File: config.mk
export PLATFORM = sky130hd
export DESIGN_NAME = ledmatrix_spi_tx_flat
export DESIGN_NICKNAME = d
export VERILOG_FILES = /design/src/rtl/ledmatrix_spi_tx_pkg.sv /design/src/rtl/ledmatrix_spi_tx_if.sv /design/src/rtl/ledmatrix_sclk_gen.sv /design/src/rtl/ledmatrix_spi_tx.sv /design/src/flat_wrapper.sv
export SDC_FILE = /design/constraint.sdc
export NUM_CORES = 1
export LEC_CHECK = 0
export ABC_AREA = 1
export BUFFER_PORTS_ARGS = -buffer_cell sky130_fd_sc_hd__buf_2
export CORE_MARGIN = 2
export CORE_UTILIZATION = 56
export DETAILED_ROUTE_END_ITERATION = 16
export PLACE_DENSITY = 0.85
export SLEW_MARGIN = 25
export SYNTH_ARGS = -nofsm -noshare
export SYNTH_HDL_FRONTEND = slang
export SYNTH_HIERARCHICAL = 1
export SYNTH_SLANG_ARGS = --single-unit
File: constraint.sdc
create_clock -name clk -period 2.7 [get_ports clk]
set_clock_uncertainty 0.2 [all_clocks]
set_input_delay 0.675 -clock clk [delete_from_list [all_inputs] [get_ports clk]]
set_output_delay 0.675 -clock clk [all_outputs]
set_load 0.01 [all_outputs]
File: src/rtl/ledmatrix_spi_tx_pkg.sv
// ============================================================================
// ledmatrix_spi_tx_pkg : MAX7219 register map, chain geometry and FSM states
// Rev 1.0
// ============================================================================
`default_nettype none

package ledmatrix_spi_tx_pkg;

    localparam int N_DEV   = 4;
    localparam int FRAME_W = 16 * N_DEV;

    localparam logic [7:0] c_ADDR_NOOP      = 8'h00;
    localparam logic [7:0] c_ADDR_DIGIT0    = 8'h01;
    localparam logic [7:0] c_ADDR_DIGIT1    = 8'h02;
    localparam logic [7:0] c_ADDR_DIGIT2    = 8'h03;
    localparam logic [7:0] c_ADDR_DIGIT3    = 8'h04;
    localparam logic [7:0] c_ADDR_DIGIT4    = 8'h05;
    localparam logic [7:0] c_ADDR_DIGIT5    = 8'h06;
    localparam logic [7:0] c_ADDR_DIGIT6    = 8'h07;
    localparam logic [7:0] c_ADDR_DIGIT7    = 8'h08;
    localparam logic [7:0] c_ADDR_DECODE    = 8'h09;
    localparam logic [7:0] c_ADDR_INTENSITY = 8'h0A;
    localparam logic [7:0] c_ADDR_SCANLIMIT = 8'h0B;
    localparam logic [7:0] c_ADDR_SHUTDOWN  = 8'h0C;
    localparam logic [7:0] c_ADDR_TEST      = 8'h0F;

    typedef enum logic [1:0] {
        ST_IDLE  = 2'd0,
        ST_SHIFT = 2'd1,
        ST_TAIL  = 2'd2,
        ST_LATCH = 2'd3
    } state_e;

    // Bits needed to hold 0..max_count, never less than one.
    function automatic int cnt_width(input int max_count);
        return (max_count < 1) ? 1 : $clog2(max_count + 1);
    endfunction

endpackage

`default_nettype wire

File: src/rtl/ledmatrix_spi_tx_if.sv
// ============================================================================
// ledmatrix_spi_tx_if : frame handshake between frame source and transmitter
// Rev 1.0
// ============================================================================
`default_nettype none

interface ledmatrix_spi_tx_if #(
    parameter int WORD_W = 64
);
    logic [WORD_W-1:0] data;
    logic              valid;
    logic              ready;
    logic              busy;
    logic              done;

    modport master (
        output data,
        output valid,
        input  ready,
        input  busy,
        input  done
    );

    modport slave (
        input  data,
        input  valid,
        output ready,
        output busy,
        output done
    );
endinterface

`default_nettype wire

File: src/rtl/ledmatrix_sclk_gen.sv
// ============================================================================
// ledmatrix_sclk_gen : half-period counter producing phase_tick and sclk level
// Rev 1.0
// ============================================================================
`default_nettype none

module ledmatrix_sclk_gen
    import ledmatrix_spi_tx_pkg::*;
#(
    parameter int CLK_DIV = 2
) (
    input  wire logic clk,
    input  wire logic rst,
    input  wire logic en_i,
    input  wire logic toggle_en_i,
    output logic      phase_tick_o,
    output logic      sclk_o
);

    localparam int              CW     = cnt_width(CLK_DIV);
    localparam logic [CW-1:0]   c_TERM = CW'(CLK_DIV - 1);

    logic [CW-1:0] cnt_q, cnt_d;
    logic          sclk_q, sclk_d;

    assign phase_tick_o = en_i && (cnt_q == c_TERM);
    assign sclk_o       = sclk_q;

    // Counter parks at zero while disabled so the first phase is always full length.
    always_comb begin
        cnt_d  = cnt_q;
        sclk_d = sclk_q;
        if (!en_i) begin
            cnt_d  = '0;
            sclk_d = 1'b0;
        end else begin
            if (phase_tick_o) begin
                cnt_d = '0;
            end else begin
                cnt_d = cnt_q + 1'b1;
            end
            if (!toggle_en_i) begin
                sclk_d = 1'b0;
            end else if (phase_tick_o) begin
                sclk_d = ~sclk_q;
            end
        end
    end

    always_ff @(posedge clk) begin
        if (rst) begin
            cnt_q  <= '0;
            sclk_q <= 1'b0;
        end else begin
            cnt_q  <= cnt_d;
            sclk_q <= sclk_d;
        end
    end

endmodule

`default_nettype wire

File: src/rtl/ledmatrix_spi_tx.sv
// ============================================================================
// ledmatrix_spi_tx : shifts one frame MSB-first to a MAX7219 chain, then LOADs
// Rev 1.0
// ============================================================================
`default_nettype none

module ledmatrix_spi_tx
    import ledmatrix_spi_tx_pkg::*;
#(
    parameter int WORD_W  = FRAME_W,
    parameter int CLK_DIV = 2,
    parameter int CS_HIGH = 4
) (
    input  wire logic          clk,
    input  wire logic          rst,
    ledmatrix_spi_tx_if.slave  frm_if,
    output logic               sclk_o,
    output logic               mosi_o,
    output logic               cs_n_o
);

    localparam int            BW           = cnt_width(WORD_W - 1);
    localparam int            LW           = cnt_width(CS_HIGH);
    localparam logic [BW-1:0] c_BIT_TOP    = BW'(WORD_W - 1);
    localparam logic [LW-1:0] c_LATCH_TERM = LW'(CS_HIGH - 1);

    state_e              state_q, state_d;
    logic [WORD_W-1:0]   shreg_q, shreg_d;
    logic [BW-1:0]       bit_cnt_q, bit_cnt_d;
    logic [LW-1:0]       latch_cnt_q, latch_cnt_d;
    logic                cs_n_q, cs_n_d;
    logic                mosi_q, mosi_d;
    logic                busy_q, busy_d;
    logic                done_q, done_d;

    logic                w_phase_tick;
    logic                w_sclk;
    logic                w_bit_end;

    ledmatrix_sclk_gen #(
        .CLK_DIV      (CLK_DIV)
    ) u_sclk_gen (
        .clk          (clk),
        .rst          (rst),
        .en_i         ((state_q == ST_SHIFT) || (state_q == ST_TAIL)),
        .toggle_en_i  (state_q == ST_SHIFT),
        .phase_tick_o (w_phase_tick),
        .sclk_o       (w_sclk)
    );

    // A bit ends when its high phase expires; sclk falls on the same edge mosi moves.
    assign w_bit_end = (state_q == ST_SHIFT) && w_phase_tick && w_sclk;

    always_comb begin
        state_d     = state_q;
        shreg_d     = shreg_q;
        bit_cnt_d   = bit_cnt_q;
        latch_cnt_d = latch_cnt_q;
        cs_n_d      = cs_n_q;
        mosi_d      = mosi_q;
        busy_d      = busy_q;
        done_d      = 1'b0;

        case (state_q)
            ST_IDLE: begin
                if (frm_if.valid) begin
                    state_d   = ST_SHIFT;
                    shreg_d   = frm_if.data;
                    bit_cnt_d = c_BIT_TOP;
                    cs_n_d    = 1'b0;
                    busy_d    = 1'b1;
                    mosi_d    = frm_if.data[WORD_W-1];
                end
            end
            ST_SHIFT: begin
                if (w_bit_end) begin
                    if (bit_cnt_q == '0) begin
                        state_d = ST_TAIL;
                    end else begin
                        bit_cnt_d = bit_cnt_q - 1'b1;
                        shreg_d   = {shreg_q[WORD_W-2:0], 1'b0};
                        mosi_d    = shreg_q[WORD_W-2];
                    end
                end
            end
            ST_TAIL: begin
                if (w_phase_tick) begin
                    state_d     = ST_LATCH;
                    cs_n_d      = 1'b1;
                    done_d      = 1'b1;
                    latch_cnt_d = '0;
                end
            end
            ST_LATCH: begin
                if (latch_cnt_q == c_LATCH_TERM) begin
                    state_d = ST_IDLE;
                    busy_d  = 1'b0;
                end else begin
                    latch_cnt_d = latch_cnt_q + 1'b1;
                end
            end
            default: begin
                state_d = ST_IDLE;
            end
        endcase
    end

    always_ff @(posedge clk) begin
        if (rst) begin
            state_q     <= ST_IDLE;
            shreg_q     <= '0;
            bit_cnt_q   <= '0;
            latch_cnt_q <= '0;
            cs_n_q      <= 1'b1;
            mosi_q      <= 1'b0;
            busy_q      <= 1'b0;
            done_q      <= 1'b0;
        end else begin
            state_q     <= state_d;
            shreg_q     <= shreg_d;
            bit_cnt_q   <= bit_cnt_d;
            latch_cnt_q <= latch_cnt_d;
            cs_n_q      <= cs_n_d;
            mosi_q      <= mosi_d;
            busy_q      <= busy_d;
            done_q      <= done_d;
        end
    end

    assign frm_if.ready = (state_q == ST_IDLE);
    assign frm_if.busy  = busy_q;
    assign frm_if.done  = done_q;
    assign sclk_o       = w_sclk;
    assign mosi_o       = mosi_q;
    assign cs_n_o       = cs_n_q;

endmodule

`default_nettype wire

File: src/flat_wrapper.sv
// flat-port wrapper written by rule: the top's interface ports become plain ports
module ledmatrix_spi_tx_flat import ledmatrix_spi_tx_pkg::*;
#(
    parameter int WORD_W  = FRAME_W,
    parameter int CLK_DIV = 2,
    parameter int CS_HIGH = 4
)
  (clk, rst, sclk_o, mosi_o, cs_n_o, frm_if_data, frm_if_valid, frm_if_ready, frm_if_busy, frm_if_done);
  ledmatrix_spi_tx_if #(.WORD_W(WORD_W)) frm_if_i ();
  input  wire logic clk;
  input  wire logic rst;
  output logic sclk_o;
  output logic mosi_o;
  output logic cs_n_o;
  input wire logic [$bits(frm_if_i.data)-1:0] frm_if_data;
  input wire logic [$bits(frm_if_i.valid)-1:0] frm_if_valid;
  output wire logic [$bits(frm_if_i.ready)-1:0] frm_if_ready;
  output wire logic [$bits(frm_if_i.busy)-1:0] frm_if_busy;
  output wire logic [$bits(frm_if_i.done)-1:0] frm_if_done;
  assign frm_if_i.data = frm_if_data;
  assign frm_if_i.valid = frm_if_valid;
  assign frm_if_ready = frm_if_i.ready;
  assign frm_if_busy = frm_if_i.busy;
  assign frm_if_done = frm_if_i.done;
  ledmatrix_spi_tx #(.WORD_W(WORD_W), .CLK_DIV(CLK_DIV), .CS_HIGH(CS_HIGH)) u_core (.clk(clk), .rst(rst), .frm_if(frm_if_i), .sclk_o(sclk_o), .mosi_o(mosi_o), .cs_n_o(cs_n_o));
endmodule
==> results.py, run 1 <==
metrics = {
    "worst_setup_path": {
        "path_delay_family": "simple AND/OR/NAND/NOR gates",
        "worst-path-max-fanout": 41,
        "cp_data_required_time_ps": 2740,
        "worstPathCellList": "inv_1 > ha_1 > nand2_2 > inv_1 > nand2_1 > nand2_1 > nand2_2 > inv_2 > nand2_4 > buf_12 > o21ai_0 > nor2_1",
        "criticalPathCategory": "reg -> reg",
        "cp_slowest_cell": "dfxtp_1",
        "crit_buf_inv": 4,
        "slowest_delay_ps": 390,
        "crit_path_end_kind": "flop",
        "critPathLaunchType": "flop",
        "crit_arrival_ps": 2370,
    },
    "timing": {
        "setup_tns_ps": 0,
        "final.min_clock_period_ps": 2336,
        "fin_crit_sh": 0.8650,
        "setup_viol": 0,
        "worst_pin_slew_ps": 447.8,
        "max_freq_mhz": 428.2,
        "hold_viol": 0,
        "rsz0062_at_grt": "no",
        "slew_headroom": 0.7008,
        "drv_slew": 0,
    },
    "drt": {
        "firstDrtPassIters": 5,
        "routedWlPerCell_um": 11.18,
        "wirelength_mm": 8.678,
        "vias": 3857,
        "drc": 0,
        "ant_nets": 0,
        "vias_per_cell": 4.970,
        "detail_route.iter0.violations": 273,
    },
    "flow_run": {
        "cap_viol_max_count": 0,
    },
    "floorplan": {
        "rows": 30,
        "coreArea_um2": 6832,
        "io_pins": 73,
        "die_w_um": 88.45,
        "die_area_um2": 7823,
        "die_height_um": 88.45,
        "start_util": 0.5846,
    },
    "clock_tree": {
        "cts.reportedPaths.clkPinSlew_ps": 70,
        "cts_root_buf": "clkbuf_8",
        "cts_setup_buffers": 0,
        "clkLatencyLatePin_ps": 350,
        "cts_tree": "built",
        "cts_resized": 0,
        "cts_max_level": 3,
        "cts_made_buffers": 9,
        "clock_sinks": 81,
        "clockBufferDepth": 2,
        "hold_buffers": 0,
    },
    "global_route": {
        "grt_pass1_vias": 3438,
        "antenna_found_initial": 0,
        "grt-ovfl-total": 0,
        "grt_max_degree": 72,
        "grt_pass1_wl_mm": 14.31,
        "gr-usage-all-layers": 0.2288,
    },
    "status": {
        "status": "complete, no violations",
    },
    "yosys": {
        "ys_types": 26,
        "syn_inst": 621,
        "synth_fa_ha_area_frac": 0.02820,
        "synth_nets": 697,
        "ys_warn_count": 6,
        "yosys_register_bits": 81,
        "syn_area_um2": 3994,
        "synth.avg_cell_area_um2": 6.431,
        "synth-simple-area-share": 0.3835,
        "muxShareOfSynthArea": 0,
        "synth-xor-area-share": 0.002193,
        "synth_top_family_by_area": "simple AND/OR/NAND/NOR gates",
        "yosysSeqAreaShare": 0.4060,
        "synth-compound-area-share": 0.1071,
    },
    "layout": {
        "drive_above_1_share": 0.1706,
        "antenna_cells": 0,
        "mostFrequentLayoutCells": "221 x nand2_1, 145 x nor2_1, 81 x dfxtp_1, 72 x buf_2, 54 x o21ai_0",
        "fin_nets": 751,
        "final_common_cell": "nand2_1",
        "area_growth_pct": 15.48,
    },
    "placement": {
        "place_congestion": 0.7879,
        "numPortBuffers": 72,
        "place_hpwl_mm": 5.616,
    },
    "power": {
        "ir_worst_vdd_v": 0.0005418,
        "leakage_nw": 2.297,
        "p_per_area_nw_per_um2": 1123,
        "p_total_mw": 5.179,
    },
    "min_path": {
        "hold_class": "reg -> reg",
    },
}
==> worst register-to-register path, delay by kind of cell (launching register included) <==
kind	cells	cell delay, ps
flip-flops	1	390
buffers and inverters	4	510
adder cells (fa/ha/maj)	1	360
AO/OA/AOI/OAI	1	230
AND/OR/NAND/NOR	6	550
==> state kept, by name, indices dropped and copies added (netlist names) <==
| register | cells |
|---|---|
| u_core/state_q | 2 |
| u_core/bit_cnt_q | 6 |
| u_core/frm_if.busy | 1 |
| u_core/latch_cnt_q | 3 |
| u_core/cs_n_o | 1 |
| u_core/u_sclk_gen/cnt_q | 2 |
| u_core/u_sclk_gen/sclk_o | 1 |
| u_core/frm_if.done | 1 |
| u_core/shreg_q | 63 |
| u_core/mosi_o | 1 |
==> metal layers <==
metal / vias up / wire length (um) / track usage
li1: 2029 / - / -
met1: 1705 / 3849 / 0.2732
met2: 111 / 4262 / 0.4081
met3: 12 / 447 / 0.04384
met4: 0 / 119 / 0.08402
met5: - / 0 / 0
==> report_power, final <==
group | internal [mW] | switching, mW
logic | 0.841 | 1.54
clock network | 0.572 | 0.430
registers | 1.59 | 0.205
==> synthesized netlist by cell type (all sizes together) <==
cell,number,area [um^2]
a211oi,1,7.510
a21oi,10,72.58
buf,28,171.4
clkbuf,9,33.78
dfxtp,81,1622
ha,9,112.6
inv,23,86.33
nand2,228,888.3
nand3,11,60.06
nand3b,1,7.510
nand4,1,6.260
nor2,148,563.0
o211ai,1,7.510
o21ai,68,340.3
or2,1,6.260
xor2,1,8.760
==> metrics by stage <==
step | instances | util | instance area [um^2] | hold slack, ps | worst slack, ps
floorplan | 621 | - | 3994 | 198.3 | 715.4
global placement | 760 | 0.6414 | 4382 | 207.0 | 519.2
detailed placement | 760 | 0.6414 | 4382 | 220.1 | 404.4
CTS | 776 | 0.6751 | 4612 | 230.6 | 364.3
global route | 776 | 0.6751 | 4612 | 273.6 | 176.8
finish | 776 | 0.6751 | 4612 | 226.7 | 364.5
==> worst paths after layout <==
path                                              start                               endpoint  slack, ps  cells past startpoint
setup / recovery         u_core/state_q[0]$_SDFFE_PP0P_        u_core/shreg_q[35]$_SDFFE_PP0P_        360                     12
hold / removal    u_core/u_sclk_gen/cnt_q[0]$_SDFF_PP0_  u_core/u_sclk_gen/cnt_q[0]$_SDFF_PP0_        230                      1
setup reg to reg         u_core/state_q[0]$_SDFFE_PP0P_        u_core/shreg_q[35]$_SDFFE_PP0P_        360                     12
hold reg to reg   u_core/u_sclk_gen/cnt_q[0]$_SDFF_PP0_  u_core/u_sclk_gen/cnt_q[0]$_SDFF_PP0_        230                      1
==> cell type report <==
type / instances / area, um^2
Timing Repair Buffer: 80 / 470.5
Fill cell: 634 / 2220
Multi-Input combinational cell: 480 / 2083
Clock buffer: 12 / 155.1
Sequential cell: 81 / 1622
Tap cell: 96 / 120.1
Clock inverter: 4 / 75.07
Inverter: 23 / 86.33
==> logic make-up (layout without fill, tap and decap cells) <==
logic type	after synthesis	count (layout)
simple gates	390	390
buf+inv	60	119
compound gates	80	80
flops	81	81
xor+xnor	1	1
fa+ha+maj	9	9
(Power assumes the default switching activity.)
==> inputs of run 2 (changes only) <==
--- a/config.mk
+++ b/config.mk
@@ -10,7 +10,8 @@
 export CORE_MARGIN = 2
 export CORE_UTILIZATION = 56
 export DETAILED_ROUTE_END_ITERATION = 16
-export PLACE_DENSITY = 0.85
+export PLACE_DENSITY = 0.88
+export SETUP_SLACK_MARGIN = 0.4
 export SLEW_MARGIN = 25
 export SYNTH_ARGS = -nofsm -noshare
 export SYNTH_HDL_FRONTEND = slang
==> run 2 against run 1 <==
  * Clock power decreased by 24%
  * Sequential share of layout area rose by 0.69 points
  * Hold slack got worse by 8.7 ps
  * Worst setup slack improved by 210 ps
  * Utilization down 1.3 points
  * Die area stayed put
==> results.py, run 2 (same netlist as run 1, synthesis figures left out) <==
metrics = {
    "timing": {
        "slew_headroom": 0.6119,
        "setup_viol": 0,
        "worst_pin_slew_ps": 582.2,
        "hold_viol": 0,
        "final.setup.worst_slack_ps": 578.2,
        "rsz0062_at_grt": "no",
        "final.min_clock_period_ps": 2122,
        "max_freq_mhz": 471.3,
        "drv_slew": 0,
        "fin_crit_sh": 0.7858,
        "setup_tns_ps": 0,
    },
    "floorplan": {
        "rows": 30,
        "coreArea_um2": 6832,
        "die_area_um2": 7823,
        "die_height_um": 88.45,
        "start_util": 0.5846,
        "io_pins": 73,
        "die_w_um": 88.45,
    },
    "layout": {
        "largest_register": "u_core/shreg_q",
        "drive_above_1_share": 0.1667,
        "antenna_cells": 0,
        "design_area_um2": 4523,
        "area_growth_pct": 13.25,
        "mostFrequentLayoutCells": "221 x nand2_1, 145 x nor2_1, 81 x dfxtp_1, 72 x buf_2, 48 x o21ai_0",
        "largest_reg_flops": 63,
        "largestRegisters": "u_core/shreg_q: 63 flops, u_core/bit_cnt_q: 6 flops, u_core/latch_cnt_q: 3 flops",
        "fin_nets": 750,
        "nFillCells": 618,
        "final_common_cell": "nand2_1",
    },
    "drt": {
        "detail_route.iter0.violations": 237,
        "vias_per_cell": 4.995,
        "ant_nets": 0,
        "wirelength_mm": 8.716,
        "vias": 3866,
        "drc": 0,
        "routedWlPerCell_um": 11.26,
        "firstDrtPassIters": 4,
    },
    "clock_tree": {
        "hold_buffers": 0,
        "clock_sinks": 81,
        "cts_setup_buffers": 0,
        "clkLatencyLatePin_ps": 340,
        "cts_root_buf": "clkbuf_8",
        "clockBufferDepth": 2,
        "cts_max_level": 3,
        "cts_tree": "built",
        "cts_made_buffers": 9,
        "cts.reportedPaths.clkPinSlew_ps": 80,
    },
    "worst_setup_path": {
        "worstPathCellList": "inv_1 > ha_1 > nand2_2 > inv_1 > nand2_1 > nand2_1 > nand2_2 > a21oi_4 > buf_4 > nand2_1 > nand2_1 > nor2_1",
        "path_delay_family": "simple AND/OR/NAND/NOR gates",
        "r2r_setup_slack_ps": 580,
        "slowest_delay_ps": 380,
        "crit_buf_inv": 3,
        "criticalPathCategory": "reg -> reg",
        "critPathLaunchType": "flop",
        "cp_data_required_time_ps": 2740,
        "crit_top_cell": "nand2_1",
        "worst-path-max-fanout": 18,
        "cp_slowest_cell": "dfxtp_1",
        "crit_arrival_ps": 2160,
        "reg2reg_depth": 12,
        "r2r_start": "u_core/state_q[0]$_SDFFE_PP0P_",
        "crit_path_end_kind": "flop",
        "r2r-end": "u_core/shreg_q[0]$_SDFFE_PP0P_",
    },
    "power": {
        "ir_worst_vdd_v": 0.0008318,
        "p_per_area_nw_per_um2": 1093,
        "p_total_mw": 4.942,
        "leakage_nw": 2.251,
    },
    "placement": {
        "place_congestion": 0.8380,
        "pre_cts_slack_ps": 344.3,
        "numPortBuffers": 72,
        "place_hpwl_mm": 5.557,
        "placed_area_um2": 4317,
    },
    "global_route": {
        "grt_pass1_wl_mm": 14.21,
        "antenna_found_initial": 0,
        "grt_pass1_vias": 3522,
        "grt-ovfl-total": 0,
        "gr-usage-all-layers": 0.2237,
        "grt_max_degree": 69,
    },
    "min_path": {
        "worstHoldPathCells": 1,
        "hp-start": "u_core/u_sclk_gen/cnt_q[0]$_SDFF_PP0_",
        "holdPathEnd": "u_core/u_sclk_gen/cnt_q[0]$_SDFF_PP0_",
        "hold_class": "reg -> reg",
    },
    "flow_run": {
        "cap_viol_max_count": 0,
    },
    "status": {
        "status": "complete, no violations",
    },
}
[run 2: cell types whose count changed in the layout (fill, tap and decap cells not counted)]
| cell | delta |
|---|---|
| o21ai_0 | -6 |
| o21ai_1 | +6 |
| buf_12 | -3 |
| bufinv_16 | -2 |
| clkinv_2 | +2 |
| nand2_8 | +2 |
| buf_4 | +1 |
| clkbuf_1 | +1 |
| clkbuf_8 | -1 |
| clkinvlp_4 | -1 |
| inv_2 | -1 |
| inv_4 | +1 |
| nand2_4 | -1 |
[run 2: through the flow]
stage,hold WS [ps],std cells,utilization
4_1_cts,225.1,773,0.6570
2_1_floorplan,198.3,621,-
3_3_place_gp,205.5,758,0.6319
6_report,218.0,774,0.6621
5_1_grt,257.8,774,0.6621
3_5_place_dp,214.4,758,0.6319
[run 2: worst reg2reg max path, stage by stage (launching register included)]
cell     delay (ps)
dfxtp_1         380
inv_1            80
ha_1            360
nand2_2          90
inv_1            90
nand2_1          50
nand2_1          60
nand2_2         100
a21oi_4         170
buf_4           250
nand2_1          80
nand2_1          60
nor2_1           40
[run 2: how the worst max path moves through the flow]
stage,start,to,cells after the start
3_3_place_gp,u_core/state_q[0]$_SDFFE_PP0P_,u_core/shreg_q[57]$_SDFFE_PP0P_,11
4_1_cts,u_core/state_q[0]$_SDFFE_PP0P_,u_core/shreg_q[26]$_SDFFE_PP0P_,11
5_1_grt,u_core/state_q[1]$_SDFFE_PP0P_,u_core/shreg_q[0]$_SDFFE_PP0P_,12
2_1_floorplan,u_core/state_q[0]$_SDFFE_PP0P_,u_core/shreg_q[57]$_SDFFE_PP0P_,13
6_report,u_core/state_q[0]$_SDFFE_PP0P_,u_core/shreg_q[0]$_SDFFE_PP0P_,12
3_5_place_dp,u_core/state_q[0]$_SDFFE_PP0P_,u_core/shreg_q[3]$_SDFFE_PP0P_,11
[run 2: power by group]
part | switching, mW | internal (mW)
clock network | 0.407 | 0.352
logic | 1.59 | 0.795
registers | 0.207 | 1.59
total | 2.21 | 2.73
[run 2: timing repair]
| item | 4_1_cts | 5_1_grt |
|---|---|---|
| hold endpoints to repair | 0 | 0 |
| pin swaps | 0 | 1 |
| gates cloned | 0 | 1 |
| setup endpoints to repair | 33 | 53 |
| resized for setup | 1 | 12 |
[run 2: routing by layer]
layer  GRT usage  part of all wire
met2      0.4067              0.49
met3     0.03265             0.032
met5           0                 0
met1      0.2640              0.46
met4     0.08953             0.017
[run 2: layout make-up]
cell class / instances / area (um^2) / share of cell area
multi-input combinational: 481 / 2112 / 0.4669
clock buffer: 12 / 145.1 / 0.03209
sequential: 81 / 1622 / 0.3585
timing repair buffer: 78 / 417.9 / 0.09239
inverter: 23 / 88.84 / 0.01964
tap: 96 / 120.1 / 0.02656
clock inverter: 3 / 17.52 / 0.003873
